## src/rtl/carry_resolve_unit.sv

```systemverilog
`default_nettype none
// ============================================================================
// carry_resolve_unit : iterative add/subtract that resolves carries by XOR/AND
//                      recirculation, with valid/ready handshakes on both sides.
// Optional feature macro: CRU_LT_FLAG_EN (adds out_lt, unsigned a < b on sub).
// Revision: 1.0
// ============================================================================
module carry_resolve_unit #(
  parameter int WIDTH = 32
) (
  input  logic             clk,
  input  logic             rst,
  input  logic             in_valid,
  output logic             in_ready,
  input  logic             in_op,
  input  logic [WIDTH-1:0] in_a,
  input  logic [WIDTH-1:0] in_b,
  output logic             out_valid,
  input  logic             out_ready,
  output logic [WIDTH-1:0] out_result,
  output logic             out_carry,
  output logic             out_zero,
`ifdef CRU_LT_FLAG_EN
  output logic             out_lt,
`endif
  output logic [5:0]       out_cycles
);

  typedef enum logic [1:0] {
    IDLE = 2'd0,
    ITER = 2'd1,
    DONE = 2'd2
  } state_t;

  state_t           state;
  state_t           next_state;
  logic [WIDTH-1:0] x;
  logic [WIDTH-1:0] y;
  logic             op;
  logic             cflag;
  logic [5:0]       count;
  logic [WIDTH-1:0] gen;
  logic             y_zero;

  assign in_ready  = (state == IDLE);
  assign out_valid = (state == DONE);
  assign y_zero    = (y == '0);
  // Subtract generates a borrow where x is 0 and y is 1; add where both are 1.
  assign gen       = op ? (~x & y) : (x & y);

  always_ff @(posedge clk or posedge rst) begin
    if (rst) begin
      state <= IDLE;
    end else begin
      state <= next_state;
    end
  end

  always_comb begin
    next_state = state;
    case (state)
      IDLE:    if (in_valid) next_state = ITER;
      ITER:    if (y_zero) next_state = DONE;
      DONE:    if (out_ready) next_state = IDLE;
      default: next_state = IDLE;
    endcase
  end

  always_ff @(posedge clk or posedge rst) begin
    if (rst) begin
      x          <= '0;
      y          <= '0;
      op         <= 1'b0;
      cflag      <= 1'b0;
      count      <= 6'd0;
      out_result <= '0;
      out_carry  <= 1'b0;
      out_zero   <= 1'b0;
      out_cycles <= 6'd0;
    end else begin
      case (state)
        IDLE: begin
          if (in_valid) begin
            x     <= in_a;
            y     <= in_b;
            op    <= in_op;
            cflag <= 1'b0;
            count <= 6'd0;
          end
        end
        ITER: begin
          if (!y_zero) begin
            x     <= x ^ y;
            // The bit leaving the top of y is recorded only through cflag.
            y     <= {gen[WIDTH-2:0], 1'b0};
            cflag <= cflag | gen[WIDTH-1];
            count <= count + 6'd1;
          end else begin
            out_result <= x;
            out_carry  <= cflag;
            out_zero   <= (x == '0);
            out_cycles <= count;
          end
        end
        default: ;
      endcase
    end
  end

`ifdef CRU_LT_FLAG_EN
  always_ff @(posedge clk or posedge rst) begin
    if (rst) begin
      out_lt <= 1'b0;
    end else if (state == ITER && y_zero) begin
      out_lt <= op & cflag;
    end
  end
`endif

endmodule
`default_nettype wire

```

## config.mk

```make
export PLATFORM = sky130hd
export DESIGN_NAME = carry_resolve_unit
export DESIGN_NICKNAME = d
export VERILOG_FILES = /design/src/rtl/carry_resolve_unit.sv
export SDC_FILE = /design/constraint.sdc
export NUM_CORES = 1
export LEC_CHECK = 0
export BUFFER_PORTS_ARGS = -buffer_cell sky130_fd_sc_hd__buf_2
export CAP_MARGIN = 20
export CORE_MARGIN = 2
export CORE_UTILIZATION = 55
export CTS_CLUSTER_DIAMETER = 80
export DETAILED_ROUTE_END_ITERATION = 10
export MAX_ROUTING_LAYER = met4
export PLACE_DENSITY = 0.76
export SLEW_MARGIN = 20
export SYNTH_ARGS = -nofsm -noshare
export SYNTH_HDL_FRONTEND = slang
export SYNTH_SLANG_ARGS = --single-unit
```

## constraint.sdc

```tcl
create_clock -name clk -period 4.6 [get_ports clk]
set_clock_uncertainty 0.15 [all_clocks]
set_input_delay 0.69 -clock clk [delete_from_list [all_inputs] [get_ports clk]]
set_output_delay 0.69 -clock clk [all_outputs]
set_load 0.005 [all_outputs]
```

==> metrics.csv <==
metric,value,unit
netlist_instances,531,
cts-root-buf,clkbuf_8,
syn_nets,601,
avgSynthCellArea,10.6,sq um
max-cap-violations,0,
die_w,105,um
area_growth,22.2,%
drv_slew,0,
clk_pin_slew_worst_paths,0.06,ns
rows,36,
final_hold_viol_count,0,
reg2reg_depth,6,
cellPowerDensity,670,nW/um^2
fin_util,0.699,
io_buffers,110,
crit_family,compound AO/OA/AOI/OAI gates,
drtIter0Drc,302,
finalSetupViolations,0,
grt_pass1_wl,22800,um
grt_max_degree,50,
yosysMostFrequentCell,dfrtp_1,
required,4.90,ns
worstMarginPinSlew,0.960,ns
cts-resized-gates,0,
synthFlopType,dfrtp_1,
synth_top_cell_by_area,dfrtp_1,
worst_path_max_delay_cell,o21a_2,
nNetsFinal,703,
setup.worst_path.class,reg2reg,
dieHeight,105,um
cp.buffers_inverters,2,
wire_per_inst,17.7,um
cp-end-kind,flip-flop,
drive_gt1_frac,0.334,
vias,4575,
period_needed,3.07,ns
initial_core_util,0.572,
synth_top_area_frac,0.508,
yosysUniqueCellTypes,33,
synth-async-reset-ratio,1.00,
crit_path_start_kind,flip-flop,
ff2ff_setup_slack,1.53,ns
grt_antenna_before_repair,0,
multi_input_area,2570,sq um
cts.path.max_buffers,2,
regArea,2850,sq um
preCtsSetupSlack,1.57,ns
p_leak,3.20,nW
drc,0,
hold_class,in2async,
detail-route-antenna-nets,0,
synthTopCellsByCount,"114 x dfrtp_1, 81 x nand2_1, 37 x nor2_1",
core,9820,sq um
grt_remaining_overflow,0,
drt-total-wl,13800,um
synthesis.area,5610,sq um
status,finished clean,
cpMostUsedCell,buf_4,
cts_max_level,4,
avgViaCountPerCell,5.87,
slew_headroom,0.360,
synth_edf_count,0,
layout_setup_ws,1.53,ns
ys_ff_latch,114,
grt_usage,0.270,
grt_pass1_vias,4442,
rsz0062_at_grt,false,
critical-path-max-stage-delay,0.86,ns
arrival,3.37,ns
gp_congestion,0.852,
cp_max_fo,46,
antenna_cells,0,
cts-buffers-inserted,17,
cts.sinks,114,
cp.depth,6,
io_pins,111,
synth-warning-count,0,
cts_tree,built,
clock.fmax,0.326,GHz
drt_pass1_iterations,5,
synthTopCellsByArea,"dfrtp_1 51%, mux2_2 6.4%, a211oi_2 6.0%",
hpwl,8990,um
clock_latency,0.54,ns
cts_hold_buf,0,
finalCritPeriodShare,0.667,
dieArea,11000,sq um
ys_seq_area_frac,0.508,
postCtsSetupBuffers,0,
crit_chain,nor2b_4 > buf_4 > o21a_2 > buf_4 > nor3_1 > a211oi_2,
ir_drop,0.311,mV
fill_cells,750,
tns,0,ns
worst register-to-register path, stage by stage, from the launching register on:
cell      delay [ns]
dfrtp_1         0.60
nor2b_4         0.23
buf_4           0.41
o21a_2          0.87
buf_4           0.39
nor3_1          0.10
a211oi_2        0.24
sequential cells by signal, indices dropped and copies added (netlist names), 2 cells and up:
register,flops
x,32
out_cycles,6
y,32
state,2
out_result,32
count,6
power breakdown:
part / total (mW) / internal, mW / switching (mW)
Combinational: 1.32 / 0.670 / 0.650
Sequential: 1.85 / 1.36 / 0.489
Clock: 1.43 / 0.961 / 0.469
Total: 4.60 / 2.99 / 1.61
placed cells by master (no fill, tap or decap), drive strengths merged:
master    netlist  routed
ha              1       1
o21ai           5       5
clkinv          0       4
nand4           6       6
nor3           32      32
mux2           41      41
nand3          24      24
or4             2       2
dfrtp         114     114
o21a            1       1
a31oi          13      13
a21o            1       1
nor4           16      16
nor2           37      37
clkinvlp        0       4
o21bai          1       1
bufinv          0       5
inv             3       3
and3            1       1
nor2b           4       4
nand2          81      81
o211ai         22      22
o311ai          2       2
a211oi         31      31
nand2b          1       1
clkbuf         17      19
xor2           32      32
buf            18     118
o2111ai         1       1
a221oi         12      12
and2           12      12
cell families (layout without fill, tap and decap cells):
family	Yosys count	after routing	synth area share
buffers and inverters	38	153	0.0379
adder cells (fa/ha/maj)	1	1	0.00223
AND/OR/NAND/NOR	216	216	0.178
XOR/XNOR	32	32	0.0499
AO/OA/AOI/OAI	89	89	0.141
multiplexers	41	41	0.0823
flip-flops	114	114	0.508
final timing paths:
kind,endpoint,from
setup / recovery,y[4],state[0]
hold / removal,state[1],rst
setup reg to reg,y[4],state[0]
hold reg to reg,out_result[14],out_result[14]
max in group asynchronous,count[3],rst
min in group clk,op,in_op
metrics by stage:
step | instance area, sq um | power (mW) | hold WS [ns] | std cells
2_1_floorplan | 5610 | 2.76 | 0.307 | 531
3_3_place_gp | 6210 | 3.08 | 0.311 | 747
3_5_place_dp | 6210 | 3.15 | 0.320 | 747
4_1_cts | 6860 | 4.60 | 0.107 | 779
5_1_grt | 6860 | 4.87 | 0.132 | 779
6_report | 6860 | 4.60 | 0.0814 | 779
layer usage:
| layer | track usage | up-vias | wire length [um] |
|---|---|---|---|
| li1 | - | 2136 | - |
| met5 | - | - | 0 |
| met2 | 0.408 | 189 | 6610 |
| met3 | 0.0630 | 30 | 825 |
| met1 | 0.360 | 2220 | 6100 |
| met4 | 0.0933 | 0 | 283 |
layout make-up:
class | count | share of cell area
clock buffers | 19 | 0.0644
repair buffers | 118 | 0.0890
clock inverters | 13 | 0.0303
well taps | 133 | 0.0243
multi-input cells | 379 | 0.374
flip-flops and latches | 114 | 0.416
inverters | 3 | 0.00201
Power figures use the tool's default switching activity.
